$ cat config.mk
export PLATFORM = sky130hd
export DESIGN_NAME = instr_sequencer_flat
export DESIGN_NICKNAME = d
export VERILOG_FILES = /design/src/rtl/instr_sequencer_pkg.sv /design/src/rtl/instr_sequencer_if.sv /design/src/rtl/instr_sequencer_decode.sv /design/src/rtl/instr_sequencer.sv /design/src/flat_wrapper.sv
export SDC_FILE = /design/constraint.sdc
export NUM_CORES = 1
export LEC_CHECK = 0
export CAP_MARGIN = 20
export CORE_UTILIZATION = 44
export CTS_BUF_LIST = sky130_fd_sc_hd__clkbuf_8
export DETAILED_ROUTE_END_ITERATION = 6
export GPL_TIMING_DRIVEN = 1
export PLACE_DENSITY = 0.77
export SETUP_SLACK_MARGIN = 0.2
export SYNTH_ARGS = -nofsm -noshare
export SYNTH_HDL_FRONTEND = slang
export SYNTH_SLANG_ARGS = --single-unit
$ cat constraint.sdc
create_clock -name CLOCK_50 -period 2.2 [get_ports CLOCK_50]
set_input_delay 0.44 -clock CLOCK_50 [delete_from_list [all_inputs] [get_ports CLOCK_50]]
set_output_delay 0.44 -clock CLOCK_50 [all_outputs]
set_load 0.01 [all_outputs]
$ cat src/rtl/instr_sequencer_pkg.sv
// ============================================================================
// Module      : proc_pkg
// Description : Shared types and constants for the 16-instruction processor
//               control path (sequencer states, opcode encodings, PC width).
// Revision    : 1.0 - initial release
// ============================================================================
`default_nettype none

package proc_pkg;

    localparam int PC_W = 5;

    typedef enum logic [2:0] {
        FETCH  = 3'd0,
        DECODE = 3'd1,
        EXEC   = 3'd2,
        MEM    = 3'd3,
        WB     = 3'd4,
        HALT   = 3'd5
    } seq_state_t;

    // Opcodes 0-7 are ALU operations, 12-14 are NOPs
    localparam logic [3:0] OP_LDR  = 4'd8;
    localparam logic [3:0] OP_STR  = 4'd9;
    localparam logic [3:0] OP_B    = 4'd10;
    localparam logic [3:0] OP_BEQ  = 4'd11;
    localparam logic [3:0] OP_HALT = 4'd15;

endpackage

`default_nettype wire

$ cat src/rtl/instr_sequencer_if.sv
// ============================================================================
// Module      : instr_sequencer_if
// Description : Control bundle between the sequencer (master) and the
//               datapath: IR fields, flags, DMEM handshake and control strobes.
// Revision    : 1.0 - initial release
// ============================================================================
`default_nettype none

interface instr_sequencer_if #(
    parameter int PC_W = 5
);
    logic [3:0]      IR_opcode;
    logic [3:0]      IR_ARd;
    logic            ALU_zero;
    logic            DMEM_ready;
    logic [PC_W-1:0] PC_out;

    logic            CNTRL_IR_load;
    logic            CNTRL_write_en_ARd;
    logic            mux_ARd_or_15_sel;
    logic            mux_ALU_or_DMEM_sel;
    logic            CNTRL_DMEM_rd;
    logic            CNTRL_DMEM_wr;
    logic [PC_W-1:0] PC_next;
    logic            halted;

    modport master (
        input  IR_opcode, IR_ARd, ALU_zero, DMEM_ready, PC_out,
        output CNTRL_IR_load, CNTRL_write_en_ARd, mux_ARd_or_15_sel,
               mux_ALU_or_DMEM_sel, CNTRL_DMEM_rd, CNTRL_DMEM_wr,
               PC_next, halted
    );

    modport slave (
        output IR_opcode, IR_ARd, ALU_zero, DMEM_ready, PC_out,
        input  CNTRL_IR_load, CNTRL_write_en_ARd, mux_ARd_or_15_sel,
               mux_ALU_or_DMEM_sel, CNTRL_DMEM_rd, CNTRL_DMEM_wr,
               PC_next, halted
    );

endinterface

`default_nettype wire

$ cat src/rtl/instr_sequencer_decode.sv
// ============================================================================
// Module      : seq_decode
// Description : Combinational opcode classifier for the instruction sequencer.
// Revision    : 1.0 - initial release
// ============================================================================
`default_nettype none

module seq_decode
    import proc_pkg::*;
(
    input  wire logic [3:0] opcode,
    output logic            is_alu,
    output logic            is_ld,
    output logic            is_st,
    output logic            is_br,
    output logic            is_beq,
    output logic            is_halt,
    output logic            writes_rd
);

    assign is_alu    = ~opcode[3];
    assign is_ld     = (opcode == OP_LDR);
    assign is_st     = (opcode == OP_STR);
    assign is_br     = (opcode == OP_B);
    assign is_beq    = (opcode == OP_BEQ);
    assign is_halt   = (opcode == OP_HALT);
    // Unconditional register writers; BEQ depends on the sampled zero flag
    assign writes_rd = is_alu | is_ld | is_br;

endmodule

`default_nettype wire

$ cat src/rtl/instr_sequencer.sv
// ============================================================================
// Module      : instr_sequencer
// Description : Multi-cycle FETCH/DECODE/EXEC/MEM/WB control FSM.
//               Optional retired-instruction counter: define SEQ_PERF_CNT_EN.
// Revision    : 1.0 - initial release
// ============================================================================
`default_nettype none

module instr_sequencer
    import proc_pkg::*;
#(
    parameter int NUM_INSTR = 16,
    parameter int PC_W      = proc_pkg::PC_W,
    parameter int MEM_TMO   = 15
) (
    input  wire logic          CLOCK_50,
    input  wire logic          RESET_N,
    instr_sequencer_if.master  bus
`ifdef SEQ_PERF_CNT_EN
    ,
    output logic [15:0]        retired_cnt
`endif
);

    localparam logic [2:0] S_FETCH  = FETCH;
    localparam logic [2:0] S_DECODE = DECODE;
    localparam logic [2:0] S_EXEC   = EXEC;
    localparam logic [2:0] S_MEM    = MEM;
    localparam logic [2:0] S_WB     = WB;
    localparam logic [2:0] S_HALT   = HALT;

    localparam int TMO_W = $clog2(MEM_TMO + 1);

    logic [2:0]       r_state;
    logic [2:0]       w_state_nxt;
    logic [3:0]       r_opcode;
    logic [3:0]       r_ard;
    logic             r_taken;
    logic [TMO_W-1:0] r_tmo;

    logic [3:0]       w_dec_op;
    logic             w_is_alu, w_is_ld, w_is_st, w_is_br, w_is_beq, w_is_halt;
    logic             w_writes_rd;
    logic             w_br_taken;
    logic             w_wr_en;
    logic             w_jump;
    logic [PC_W-1:0]  w_pc_inc;

    // In DECODE the live IR is classified (HALT detect); afterwards the latched copy
    assign w_dec_op = (r_state == S_DECODE) ? bus.IR_opcode : r_opcode;

    seq_decode u_decode (
        .opcode    (w_dec_op),
        .is_alu    (w_is_alu),
        .is_ld     (w_is_ld),
        .is_st     (w_is_st),
        .is_br     (w_is_br),
        .is_beq    (w_is_beq),
        .is_halt   (w_is_halt),
        .writes_rd (w_writes_rd)
    );

    assign w_br_taken = w_is_br | (w_is_beq & r_taken);
    assign w_wr_en    = w_writes_rd | (w_is_beq & r_taken);
    // Any write landing in R15 wins over PC_next inside the register file
    assign w_jump     = w_br_taken | ((w_is_alu | w_is_ld) & (r_ard == 4'hF));
    assign w_pc_inc   = (bus.PC_out == PC_W'(NUM_INSTR - 1)) ? '0
                                                             : bus.PC_out + PC_W'(1);

    always_comb begin
        w_state_nxt = r_state;
        case (r_state)
            S_FETCH:  w_state_nxt = S_DECODE;
            S_DECODE: w_state_nxt = w_is_halt ? S_HALT : S_EXEC;
            S_EXEC:   w_state_nxt = (w_is_ld | w_is_st) ? S_MEM : S_WB;
            S_MEM: begin
                if (bus.DMEM_ready)
                    w_state_nxt = S_WB;
                else if (r_tmo == TMO_W'(MEM_TMO - 1))
                    w_state_nxt = S_HALT;
            end
            S_WB:     w_state_nxt = S_FETCH;
            S_HALT:   w_state_nxt = S_HALT;
            default:  w_state_nxt = S_FETCH;
        endcase
    end

    always_ff @(posedge CLOCK_50 or negedge RESET_N) begin
        if (!RESET_N) begin
            r_state  <= S_FETCH;
            r_opcode <= '0;
            r_ard    <= '0;
            r_taken  <= 1'b0;
            r_tmo    <= '0;
        end else begin
            r_state <= w_state_nxt;
            if (r_state == S_DECODE) begin
                r_opcode <= bus.IR_opcode;
                r_ard    <= bus.IR_ARd;
            end
            if (r_state == S_EXEC)
                r_taken <= bus.ALU_zero;
            if (r_state == S_MEM)
                r_tmo <= r_tmo + TMO_W'(1);
            else
                r_tmo <= '0;
        end
    end

    // Outputs are gated by RESET_N so an asserted reset clears them in the same cycle
    always_comb begin
        bus.CNTRL_IR_load       = 1'b0;
        bus.CNTRL_write_en_ARd  = 1'b0;
        bus.mux_ARd_or_15_sel   = 1'b0;
        bus.mux_ALU_or_DMEM_sel = 1'b0;
        bus.CNTRL_DMEM_rd       = 1'b0;
        bus.CNTRL_DMEM_wr       = 1'b0;
        bus.halted              = 1'b0;
        bus.PC_next             = bus.PC_out;
        if (!RESET_N) begin
            bus.PC_next = '0;
        end else begin
            case (r_state)
                S_FETCH: bus.CNTRL_IR_load = 1'b1;
                S_MEM: begin
                    bus.CNTRL_DMEM_rd = w_is_ld;
                    bus.CNTRL_DMEM_wr = w_is_st;
                end
                S_WB: begin
                    bus.CNTRL_write_en_ARd  = w_wr_en;
                    bus.mux_ARd_or_15_sel   = w_br_taken;
                    bus.mux_ALU_or_DMEM_sel = w_is_ld;
                    bus.PC_next             = w_jump ? bus.PC_out : w_pc_inc;
                end
                S_HALT:  bus.halted = 1'b1;
                default: ;
            endcase
        end
    end

`ifdef SEQ_PERF_CNT_EN
    logic [15:0] r_retired_cnt;

    always_ff @(posedge CLOCK_50 or negedge RESET_N) begin
        if (!RESET_N)
            r_retired_cnt <= '0;
        else if ((r_state == S_WB) && (r_retired_cnt != 16'hFFFF))
            r_retired_cnt <= r_retired_cnt + 16'd1;
    end

    assign retired_cnt = r_retired_cnt;
`endif

endmodule

`default_nettype wire

$ cat src/flat_wrapper.sv
// flat-port wrapper written by rule: the top's interface ports become plain ports
module instr_sequencer_flat import proc_pkg::*;
#(
    parameter int NUM_INSTR = 16,
    parameter int PC_W      = proc_pkg::PC_W,
    parameter int MEM_TMO   = 15
)
  (CLOCK_50, RESET_N, bus_IR_opcode, bus_IR_ARd, bus_ALU_zero, bus_DMEM_ready, bus_PC_out, bus_CNTRL_IR_load, bus_CNTRL_write_en_ARd, bus_mux_ARd_or_15_sel, bus_mux_ALU_or_DMEM_sel, bus_CNTRL_DMEM_rd, bus_CNTRL_DMEM_wr, bus_PC_next, bus_halted);
  instr_sequencer_if #(.PC_W(PC_W)) bus_i ();
  input  wire logic CLOCK_50;
  input  wire logic RESET_N;
  input wire logic [$bits(bus_i.IR_opcode)-1:0] bus_IR_opcode;
  input wire logic [$bits(bus_i.IR_ARd)-1:0] bus_IR_ARd;
  input wire logic [$bits(bus_i.ALU_zero)-1:0] bus_ALU_zero;
  input wire logic [$bits(bus_i.DMEM_ready)-1:0] bus_DMEM_ready;
  input wire logic [$bits(bus_i.PC_out)-1:0] bus_PC_out;
  output wire logic [$bits(bus_i.CNTRL_IR_load)-1:0] bus_CNTRL_IR_load;
  output wire logic [$bits(bus_i.CNTRL_write_en_ARd)-1:0] bus_CNTRL_write_en_ARd;
  output wire logic [$bits(bus_i.mux_ARd_or_15_sel)-1:0] bus_mux_ARd_or_15_sel;
  output wire logic [$bits(bus_i.mux_ALU_or_DMEM_sel)-1:0] bus_mux_ALU_or_DMEM_sel;
  output wire logic [$bits(bus_i.CNTRL_DMEM_rd)-1:0] bus_CNTRL_DMEM_rd;
  output wire logic [$bits(bus_i.CNTRL_DMEM_wr)-1:0] bus_CNTRL_DMEM_wr;
  output wire logic [$bits(bus_i.PC_next)-1:0] bus_PC_next;
  output wire logic [$bits(bus_i.halted)-1:0] bus_halted;
  assign bus_i.IR_opcode = bus_IR_opcode;
  assign bus_i.IR_ARd = bus_IR_ARd;
  assign bus_i.ALU_zero = bus_ALU_zero;
  assign bus_i.DMEM_ready = bus_DMEM_ready;
  assign bus_i.PC_out = bus_PC_out;
  assign bus_CNTRL_IR_load = bus_i.CNTRL_IR_load;
  assign bus_CNTRL_write_en_ARd = bus_i.CNTRL_write_en_ARd;
  assign bus_mux_ARd_or_15_sel = bus_i.mux_ARd_or_15_sel;
  assign bus_mux_ALU_or_DMEM_sel = bus_i.mux_ALU_or_DMEM_sel;
  assign bus_CNTRL_DMEM_rd = bus_i.CNTRL_DMEM_rd;
  assign bus_CNTRL_DMEM_wr = bus_i.CNTRL_DMEM_wr;
  assign bus_PC_next = bus_i.PC_next;
  assign bus_halted = bus_i.halted;
  instr_sequencer #(.NUM_INSTR(NUM_INSTR), .PC_W(PC_W), .MEM_TMO(MEM_TMO)) u_core (.CLOCK_50(CLOCK_50), .RESET_N(RESET_N), .bus(bus_i));
endmodule
==> impl_results.md, run 1 <==
- Status: complete, but fails checks
- Failing checks: setup timing
- Stages on the worst setup path: 10
- P&R area growth vs syn: 75.1%
- Most used cell, CP: buf_4
- Worst path arrival time: 2.19 ns
- Top Family by Delay on Critical Path: buffers and inverters
- Combinational power share: 0.653
- Dpl cell area: 1550 um2
- H-tree depth: 1
- Max-capacitance violation count: 0
- First-pass GRT wire length: 5000 um
- Yosys warns: 0
- Die Area: 2560 um2
- Mapped cell area: 1040 um2
- Final core occ: 0.824
- Mapped Nets: 131
- Skew-Pair Late Insertion Delay: 0.24 ns
- Setup Viol. Count Final: 10
- Initial drt markers: 42
- Rows: 17
- Boundary pin count: 29
- Vias in the first global route: 1,168
- CP endpoint kind: output pin
- Crit path setup slack, layout: -0.426 ns
- Instance count of the mapped netlist: 111
- Crit path to: bus_PC_next[0]
- Slew of the pin with the lowest slew margin: 0.520 ns
- Pleak: 0.803 nW
- Switching pwr: 0.835 mW
- Sequential-to-total area share from yosys stat: 0.385
- Commonest non-fill, non-tap cell in the layout: buf_4
- Sinks on Clock Net: 16
- Placed instance count: 188
- Vias: 1,145
- Min Hold Slack: 0.489 ns
- R2R Setup Slk: 0.03 ns
- Routed Antenna Nets: 0
- Post-Syn Area per Cell: 9.38 um2
- Crit path from: u_core.r_state[2]$_DFFE_PN0P_
- CP startpoint kind: flip-flop
- Fraction of layout cells with a size suffix above 1: 0.475
- Largest net degree at the start of global routing: 17
- Clock Path Buffers: 2
- Initial Util: 0.471
- FILL cells: 129
- Die width: 50.6 um
- Post-synthesis cell type count: 39
- Post-route DRC: 0
- DP HPWL: 2120 um
- Pins Over Slew Limit: 0
- Tmin final: 2.63 ns
- Initial antenna violation count: 0
- Slew headroom: 0.652
- Period utilization: 1.19
- P per Cell Area: 1200 nW/um2
- Final net count: 202
- Final GP Congestion: 0.742
- Inserted Diodes: 0
- Overall Power: 2.18 mW
- Crit-path max cell delay: 0.41 ns
- Post-synth EDFFs: 0
- Worst r2r dst: u_core.r_state[0]$_DFFE_PN0P_
- CTS Buf Count: 3
- Reg2reg start: u_core.r_state[2]$_DFFE_PN0P_
- Pint: 1.35 mW
- Drt first pass iters: 4
- TritonCTS clock tree: built
- Die height: 50.6 um
- R2R cell count: 11
- GRT Util Overall: 0.261
- I/O Buffers: 28
- Fin area: 1820 um2
- Most frequent cells in the layout: 34 x buf_4, 16 x clkdlybuf4s50_1, 16 x dfrtp_1
- Hold Path Class: reg -> reg
- Net Sw Frac: 0.382
- Final non-filler cell total: 209
- CORE AREA: 2210 um2
- Cell Chain, Critical Path: nor3b_4 -> buf_4 -> buf_6 -> mux2i_4 -> inv_2 -> a21oi_4 -> nor3_4 -> buf_4 -> mux2i_2 -> buf_2
- Worst-path clk slew: 0.06 ns
- Asr flop ratio synth: 1.00
- Gr ovfl total: 0
- Critical path class: reg -> out
- Final hold vios: 0
- Clock power share: 0.116
- Critical Path Fanout Max: 4
- Wirelength per Cell: 16.2 um
- Buf/Inv on CP: 5
- Root Buffer: clkbuf_8
- Top_reg_cell synth: dfrtp_1
- Count of state elements after synthesis: 16
- Drt total wl: 3380 um
- Req. time, crit path: 1.76 ns
- Setup TNS: -3.38 ns
- RSZ-0062 raised after global routing: yes
- Clock Skews: 0.00552 ns
- Max VDD drop: 0.000879 V
- Fmax: 381 MHz
- Place WS: -0.689 ns
- Sequential Power Share: 0.231
- Crit path max-delay cell type: dfrtp_1
- Hold buffers post-CTS: 0
- Via density: 5.48
repair_timing:
item,CTS,global route
gates resized for setup,62,15
setup buffers,9,8
setup endpoints to repair,12,12
pin swaps,6,11
how the worst min path moves through the flow:
stage                                 from                           to  slack, ns  cells past startpoint
3_5_place_dp     u_core.r_tmo[0]$_DFF_PN0_    u_core.r_tmo[0]$_DFF_PN0_       0.48                      1
3_3_place_gp     u_core.r_tmo[0]$_DFF_PN0_    u_core.r_tmo[0]$_DFF_PN0_       0.47                      1
4_1_cts          u_core.r_tmo[0]$_DFF_PN0_    u_core.r_tmo[0]$_DFF_PN0_       0.49                      1
2_1_floorplan                      RESET_N  u_core.r_ard[0]$_DFFE_PN0P_       0.14                      0
6_report         u_core.r_tmo[0]$_DFF_PN0_    u_core.r_tmo[0]$_DFF_PN0_       0.49                      1
5_1_grt        u_core.r_ard[2]$_DFFE_PN0P_  u_core.r_ard[2]$_DFFE_PN0P_       0.53                      1
worst register-to-register path, delay by kind of cell, from the launching register on:
kind	cells	cell delay, ns
multiplexers	1	0.24
flip-flops	1	0.41
buffers and inverters	6	0.69
AO/OA/AOI/OAI	2	0.43
AND/OR/NAND/NOR	2	0.30
cell families after synthesis:
family,count (synthesis),synth area share
multiplexers,13,0.133
XOR/XNOR,2,0.0168
buffers and inverters,10,0.0445
AND/OR/NAND/NOR,51,0.270
AO/OA/AOI/OAI,16,0.114
adder cells (fa/ha/maj),3,0.0361
flip-flops,16,0.385
state kept, by name, indices dropped and copies added, names as in the netlist:
signal and count:
u_core.r_opcode 4, u_core.r_taken 1, u_core.r_state 3, u_core.r_tmo 4, u_core.r_ard 4
layout make-up:
class                           instances  area (um2)  share of cell area
Tap cell                               28        35.0              0.0192
Clock buffer                            4        55.1              0.0302
Inverter                                5        18.8              0.0103
Multi-Input combinational cell         85         721               0.395
Timing Repair Buffer                   71         593               0.325
Sequential cell                        16         400               0.220
Yosys cell counts, types with 2 or more instances:
library cell / count / area [um2]
nand2_1: 13 / 48.8
mux2_2: 7 / 78.8
inv_1: 5 / 18.8
nand3_1: 5 / 25.0
a31oi_1: 2 / 12.5
a2111oi_0: 2 / 17.5
dfrtp_1: 16 / 400
a21oi_1: 2 / 10.0
buf_4: 2 / 15.0
mux2i_1: 6 / 60.1
clkbuf_1: 2 / 7.51
ha_1: 3 / 37.5
nor3_1: 7 / 35.0
nor2_1: 12 / 45.0
nand4_1: 3 / 18.8
power groups by stage:
stage | Sequential (mW) | Clock (mW) | Combinational [mW]
5_1_grt | 0.518 | 0.270 | 1.51
3_3_place_gp | 0.492 | 0 | 0.871
6_report | 0.504 | 0.254 | 1.43
2_1_floorplan | 0.482 | 0 | 0.563
3_5_place_dp | 0.498 | 0 | 0.902
4_1_cts | 0.499 | 0.258 | 1.15
per-layer routing:
metal	GRT usage	wire (um)	vias to the layer above
li1	-	-	542
met1	0.277	1310	535
met2	0.516	1790	54
met3	0.0212	163	14
met4	0.111	107	0
met5	0	0	-
(Power assumes the default switching activity.)
==> run 2: changes to the inputs <==
- SETUP_SLACK_MARGIN: 0.2 -> 0.05
==> run 2 against run 1 <==
  * The run still ends with setup timing left
  * Clock skew fell by 0.0036 ns
  * Cell count fell by 2.4%
  * Cell area fell by 1.9%
  * Hold slack got worse by 0.0042 ns
  * Register-to-register slack got worse by 0.03 ns
  * Global-route usage fell by 0.35 points
  * Non-clock buffer count fell by 5
  * Maximum frequency rose by 1.7%
  * Highest routed layer unchanged
==> impl_results.md, run 2 (same netlist as run 1, synthesis figures left out) <==
- Status: complete, but fails checks
- Failing checks: setup timing
- Worst-path clk slew: 0.06 ns (about the same)
- Hold Path Class: reg -> reg
- Routed Antenna Nets: 0 (unchanged)
- Gr ovfl total: 0 (unchanged)
- Max VDD drop: 0.000843 V (-4.1%)
- Final net count: 197 (-2.5%)
- CTS Buf Count: 3 (unchanged)
- TritonCTS clock tree: built
- Vias: 1,170 (+2.2%)
- P per Cell Area: 1210 nW/um2 (+0.70%)
- Final non-filler cell total: 204 (-2.4%)
- Critical path class: reg -> out
- Critical Path Fanout Max: 4 (unchanged)
- Placed instance count: 184 (-2.1%)
- Final hold vios: 0 (unchanged)
- Clock Path Buffers: 2 (unchanged)
- Initial Util: 0.471 (unchanged)
- Boundary pin count: 29 (unchanged)
- Period utilization: 1.17 (-0.0199)
- Sinks on Clock Net: 16 (unchanged)
- Root Buffer: clkbuf_8
- Die width: 50.6 um (unchanged)
- Die Area: 2560 um2 (unchanged)
- Min Hold Slack: 0.485 ns (-0.00417 ns)
- CP endpoint kind: output pin
- Dpl cell area: 1490 um2 (-3.7%)
- Setup TNS: -2.90 ns (+0.474 ns)
- Sequential Power Share: 0.235 (+0.004)
- Place WS: -0.606 ns (+0.0835 ns)
- Drt total wl: 3300 um (-2.4%)
- Vias in the first global route: 1,122 (-3.9%)
- Slew of the pin with the lowest slew margin: 0.469 ns (-0.0507 ns)
- Final core occ: 0.808 (-0.0158)
- Most frequent cells in the layout: 30 x buf_4, 16 x clkdlybuf4s50_1, 16 x dfrtp_1
- Combinational power share: 0.646 (-0.007)
- Drt first pass iters: 4 (unchanged)
- Initial antenna violation count: 0 (unchanged)
- Tmin final: 2.58 ns (-0.0437 ns)
- Wirelength per Cell: 16.2 um (about the same)
- Pint: 1.32 mW (-2.1%)
- Registers with the most flip-flops: u_core.r_ard: 4 flops, u_core.r_opcode: 4 flops, u_core.r_tmo: 4 flops
- DP HPWL: 1950 um (-8.1%)
- Final GP Congestion: 0.822 (+11%)
- Worst path arrival time: 2.14 ns (-0.05 ns)
- CP startpoint kind: flip-flop
- Largest net degree at the start of global routing: 14 (-3)
- Max-capacitance violation count: 0 (unchanged)
- First-pass GRT wire length: 4910 um (-1.7%)
- Overall Power: 2.16 mW (-1.2%)
- Req. time, crit path: 1.76 ns (about the same)
- RSZ-0062 raised after global routing: yes
- Setup Viol. Count Final: 11 (+1)
- GRT Util Overall: 0.258 (-0.00353)
- I/O Buffers: 28 (unchanged)
- Post-route DRC: 0 (unchanged)
- Fin area: 1790 um2 (-1.9%)
- Slew headroom: 0.684 (+0.0318)
- Die height: 50.6 um (unchanged)
- H-tree depth: 1 (unchanged)
- Clock Skews: 0.00189 ns (-0.00363 ns)
- CORE AREA: 2210 um2 (unchanged)
- Pleak: 0.773 nW (-3.7%)
- Net Sw Frac: 0.388 (+0.00557)
- Crit path setup slack, layout: -0.382 ns (+0.0437 ns)
- Inserted Diodes: 0 (unchanged)
- Commonest non-fill, non-tap cell in the layout: buf_4
- Rows: 17 (unchanged)
- Skew-Pair Late Insertion Delay: 0.25 ns (about the same)
- Switching pwr: 0.837 mW (+0.21%)
- P&R area growth vs syn: 71.8%
- Fraction of layout cells with a size suffix above 1: 0.460 (-0.0149)
- Clock power share: 0.119 (+0.003)
- Fmax: 387 MHz (+1.7%)
- Via density: 5.74 (+4.7%)
- Initial drt markers: 26 (-38%)
- Pins Over Slew Limit: 0 (unchanged)
## run 2: metal layers
metal / share of wire / global-route usage / vias up
met2: 0.52 / 0.440 / 51
met5: 0 / 0 / -
met1: 0.38 / 0.285 / 567
li1: - / - / 540
met3: 0.070 / 0.0485 / 12
met4: 0.034 / 0.181 / 0
## run 2: final timing paths
path	startpoint	to	slack, ns	cells after the start
setup reg to reg	u_core.r_state[2]$_DFFE_PN0P_	u_core.r_state[0]$_DFFE_PN0P_	0	11
min in group asynchronous	RESET_N	u_core.r_state[0]$_DFFE_PN0P_	0.63	3
hold / removal	u_core.r_tmo[0]$_DFF_PN0_	u_core.r_tmo[0]$_DFF_PN0_	0.49	1
hold reg to reg	u_core.r_tmo[0]$_DFF_PN0_	u_core.r_tmo[0]$_DFF_PN0_	0.49	1
setup / recovery	u_core.r_state[2]$_DFFE_PN0P_	bus_PC_next[4]	-0.38	10
max in group asynchronous	RESET_N	u_core.r_ard[3]$_DFFE_PN0P_	1.40	3
## run 2: critical path: stages, from the launching register on
cell	delay [ns]
dfrtp_1	0.40
nor3b_4	0.20
buf_6	0.17
mux2i_4	0.25
inv_2	0.08
a21oi_4	0.20
nor3_4	0.06
buf_6	0.12
buf_4	0.12
a41oi_2	0.12
buf_2	0.15
## run 2: what timing repair did
action,CTS,global route
hold buffers,0,0
endpoints found under the hold margin,0,0
buffers inserted,9,7
pin swaps,11,5
gates resized for setup,66,14
setup endpoints to repair,12,12
## run 2: power by group through the flow
| stage | registers (mW) | clock network [mW] | logic [mW] |
|---|---|---|---|
| CTS | 0.495 | 0.262 | 1.15 |
| global placement | 0.492 | 0 | 0.838 |
| finish | 0.507 | 0.257 | 1.39 |
| detailed placement | 0.498 | 0 | 0.865 |
| floorplan | 0.480 | 0 | 0.546 |
| global route | 0.519 | 0.274 | 1.48 |
## run 2: area by class of cell
class                           instances  area [um2]
Clock buffer                            4        55.1
Multi-Input combinational cell         85         733
Timing Repair Buffer                   66         546
Fill cell                             126         424
Inverter                                5        18.8
Sequential cell                        16         400
Tap cell                               28        35.0
==> run 3: changes to the inputs <==
- RECOVER_POWER: unset -> 25
==> run 3 against run 2 <==
  * The run still ends with setup timing left
  * Die area stayed put
  * Combinational power hardly changed
  * Sequential power hardly changed
  * Core utilization is 0.51 points lower
  * Flip-flop and latch count stayed put
  * Largest cell class unchanged
==> impl_results.md, run 3 (same netlist as run 1, synthesis figures left out) <==
- Cell count of the worst hold path: 1 (unchanged)
- Boundary pin count: 29 (unchanged)
- First-pass GRT wire length: 4910 um (unchanged)
- Initial Util: 0.471 (unchanged)
- Critical path class: reg -> out
- Slew headroom: 0.674 (-0.0104)
- Placed instance count: 184 (unchanged)
- Min Hold Slack: 0.484 ns (-0.00111 ns)
- Max-capacitance violation count: 0 (unchanged)
- Inserted Diodes: 0 (unchanged)
- Via density: 5.74 (about the same)
- Setup TNS: -3.14 ns (-0.237 ns)
- Cell Chain, Critical Path: nor3b_4 -> buf_6 -> mux2i_4 -> inv_2 -> a21oi_4 -> nor3_4 -> buf_6 -> buf_4 -> a41oi_2 -> buf_2
- Slew of the pin with the lowest slew margin: 0.489 ns (+0.0200 ns)
- Failing checks: setup timing
- Critical Path Fanout Max: 4 (unchanged)
- TritonCTS clock tree: built
- Final GP Congestion: 0.822 (unchanged)
- Clock Path Buffers: 2 (unchanged)
- CORE AREA: 2210 um2 (unchanged)
- Overall Power: 2.15 mW (-0.25%)
- Die width: 50.6 um (unchanged)
- P&R area growth vs syn: 70.7%
- Top Family by Delay on Critical Path: buffers and inverters
- Tmin final: 2.58 ns (-0.000839 ns)
- Die Area: 2560 um2 (unchanged)
- Drt first pass iters: 4 (unchanged)
- Most used cell, CP: buf_6
- Gr ovfl total: 0 (unchanged)
- Reg2reg start: u_core.r_state[2]$_DFFE_PN0P_
- Vias: 1,171 (+0.085%)
- Buf/Inv on CP: 5 (unchanged)
- Worst-path clk slew: 0.06 ns (about the same)
- Worst path arrival time: 2.14 ns (about the same)
- Fmax: 387 MHz (about the same)
- Fraction of layout cells with a size suffix above 1: 0.449 (-0.0114)
- Req. time, crit path: 1.76 ns (about the same)
- Initial antenna violation count: 0 (unchanged)
- Initial drt markers: 26 (unchanged)
- GRT Util Overall: 0.258 (unchanged)
- Rows: 17 (unchanged)
- Final hold vios: 0 (unchanged)
- Hold Startpoint: u_core.r_tmo[0]$_DFF_PN0_
- Setup Viol. Count Final: 12 (+1)
- Registers with the most flip-flops: u_core.r_ard: 4 flops, u_core.r_opcode: 4 flops, u_core.r_tmo: 4 flops
- Vias in the first global route: 1,122 (unchanged)
- Crit-path max cell delay: 0.40 ns (about the same)
- Root Buffer: clkbuf_8
- Hold Path Class: reg -> reg
- CP endpoint kind: output pin
- Clock Skews: 0.00176 ns (-0.000136 ns)
- Pleak: 0.765 nW (-1.1%)
- CP startpoint kind: flip-flop
- Post-route DRC: 0 (unchanged)
- CTS Buf Count: 3 (unchanged)
- Fin area: 1780 um2 (-0.63%)
- Final net count: 197 (unchanged)
- Wirelength per Cell: 16.0 um (-0.73%)
- Skew-Pair Late Insertion Delay: 0.25 ns (about the same)
- Routed Antenna Nets: 0 (unchanged)
- R2R cell count: 11 (unchanged)
- Hold buffers post-CTS: 0 (unchanged)
- DP HPWL: 1950 um (unchanged)
- RSZ-0062 raised after global routing: yes
- Die height: 50.6 um (unchanged)
- Dpl cell area: 1490 um2 (unchanged)
- Period utilization: 1.17 (about the same)
- Final non-filler cell total: 204 (unchanged)
- Worst r2r dst: u_core.r_state[0]$_DFFE_PN0P_
- I/O Buffers: 28 (unchanged)
- R2R Setup Slk: 0 ns (unchanged)
- Hold EP: u_core.r_tmo[0]$_DFF_PN0_
- P per Cell Area: 1210 nW/um2 (+0.39%)
- Drt total wl: 3270 um (-0.73%)
- H-tree depth: 1 (unchanged)
- Commonest non-fill, non-tap cell in the layout: buf_4
- Max VDD drop: 0.000840 V (-0.30%)
- Status: complete, but fails checks
- Largest net degree at the start of global routing: 14 (unchanged)
- Pins Over Slew Limit: 0 (unchanged)
- Crit path max-delay cell type: dfrtp_1
- Sinks on Clock Net: 16 (unchanged)
- Crit path setup slack, layout: -0.382 ns (+0.000839 ns)
- Most frequent cells in the layout: 29 x buf_4, 16 x dfrtp_1, 15 x clkdlybuf4s50_1
[run 3: cell types whose count changed in the layout (fill, tap and decap cells not counted), sizes merged]
cell / delta
clkbuf: +2
clkdlybuf4s50: -1
dlygate4sd3: +1
buf: -2
[run 3: worst max-delay path by stage]
stage,startpoint,to,slack (ns),cells past startpoint
floorplan,u_core.r_state[0]$_DFFE_PN0P_,bus_PC_next[2],0.03,7
global placement,bus_IR_opcode[0],bus_PC_next[2],-0.60,6
detailed placement,bus_IR_opcode[0],bus_PC_next[2],-0.61,6
CTS,u_core.r_state[1]$_DFFE_PN0P_,bus_PC_next[1],-0.37,9
global route,u_core.r_state[2]$_DFFE_PN0P_,bus_PC_next[1],-0.48,9
finish,u_core.r_state[2]$_DFFE_PN0P_,bus_PC_next[4],-0.38,10
[run 3: worst register-to-register path: stages, from the launching register on]
cell     delay [ns]
dfrtp_1        0.40
nor3b_4        0.20
buf_6          0.17
mux2i_4        0.25
buf_4          0.13
buf_4          0.10
buf_4          0.12
a21o_1         0.14
buf_4          0.12
buf_4          0.09
nand2_1        0.04
a221o_1        0.30
[run 3: metrics by stage]
step,util,setup WS (ns)
after floorplan,-,0.0341
after global placement,0.675,-0.597
after detailed placement,0.675,-0.606
after CTS,0.762,-0.375
after global routing,0.803,-0.483
final,0.803,-0.382
[run 3: timing repair]
action | in CTS | in global routing
pin swaps | 11 | 5
setup buffers | 9 | 7
gates resized for setup | 66 | 14
hold endpoints to repair | 0 | 0
endpoints found under the setup margin | 12 | 12
[run 3: layout make-up]
| cell class | instances | area (um2) |
|---|---|---|
| Clock buffer | 4 | 55.1 |
| Sequential cell | 16 | 400 |
| Tap cell | 28 | 35.0 |
| Timing Repair Buffer | 66 | 534 |
| Multi-Input combinational cell | 85 | 733 |
| Inverter | 5 | 18.8 |
| Fill cell | 130 | 435 |
[run 3: metal layers]
metal / global-route usage / up-vias / routed length [um]
met3: 0.0485 / 14 / 239
met2: 0.440 / 55 / 1680
met5: 0 / - / 0
met1: 0.285 / 563 / 1220
met4: 0.181 / 0 / 130
li1: - / 539 / -
[run 3: report_power, final]
part	internal [mW]	total, mW	leakage [nW]	switching [mW]
clock network	0.159	0.256	0.0288	0.0972
registers	0.413	0.507	0.199	0.0938
logic	0.746	1.39	0.537	0.643
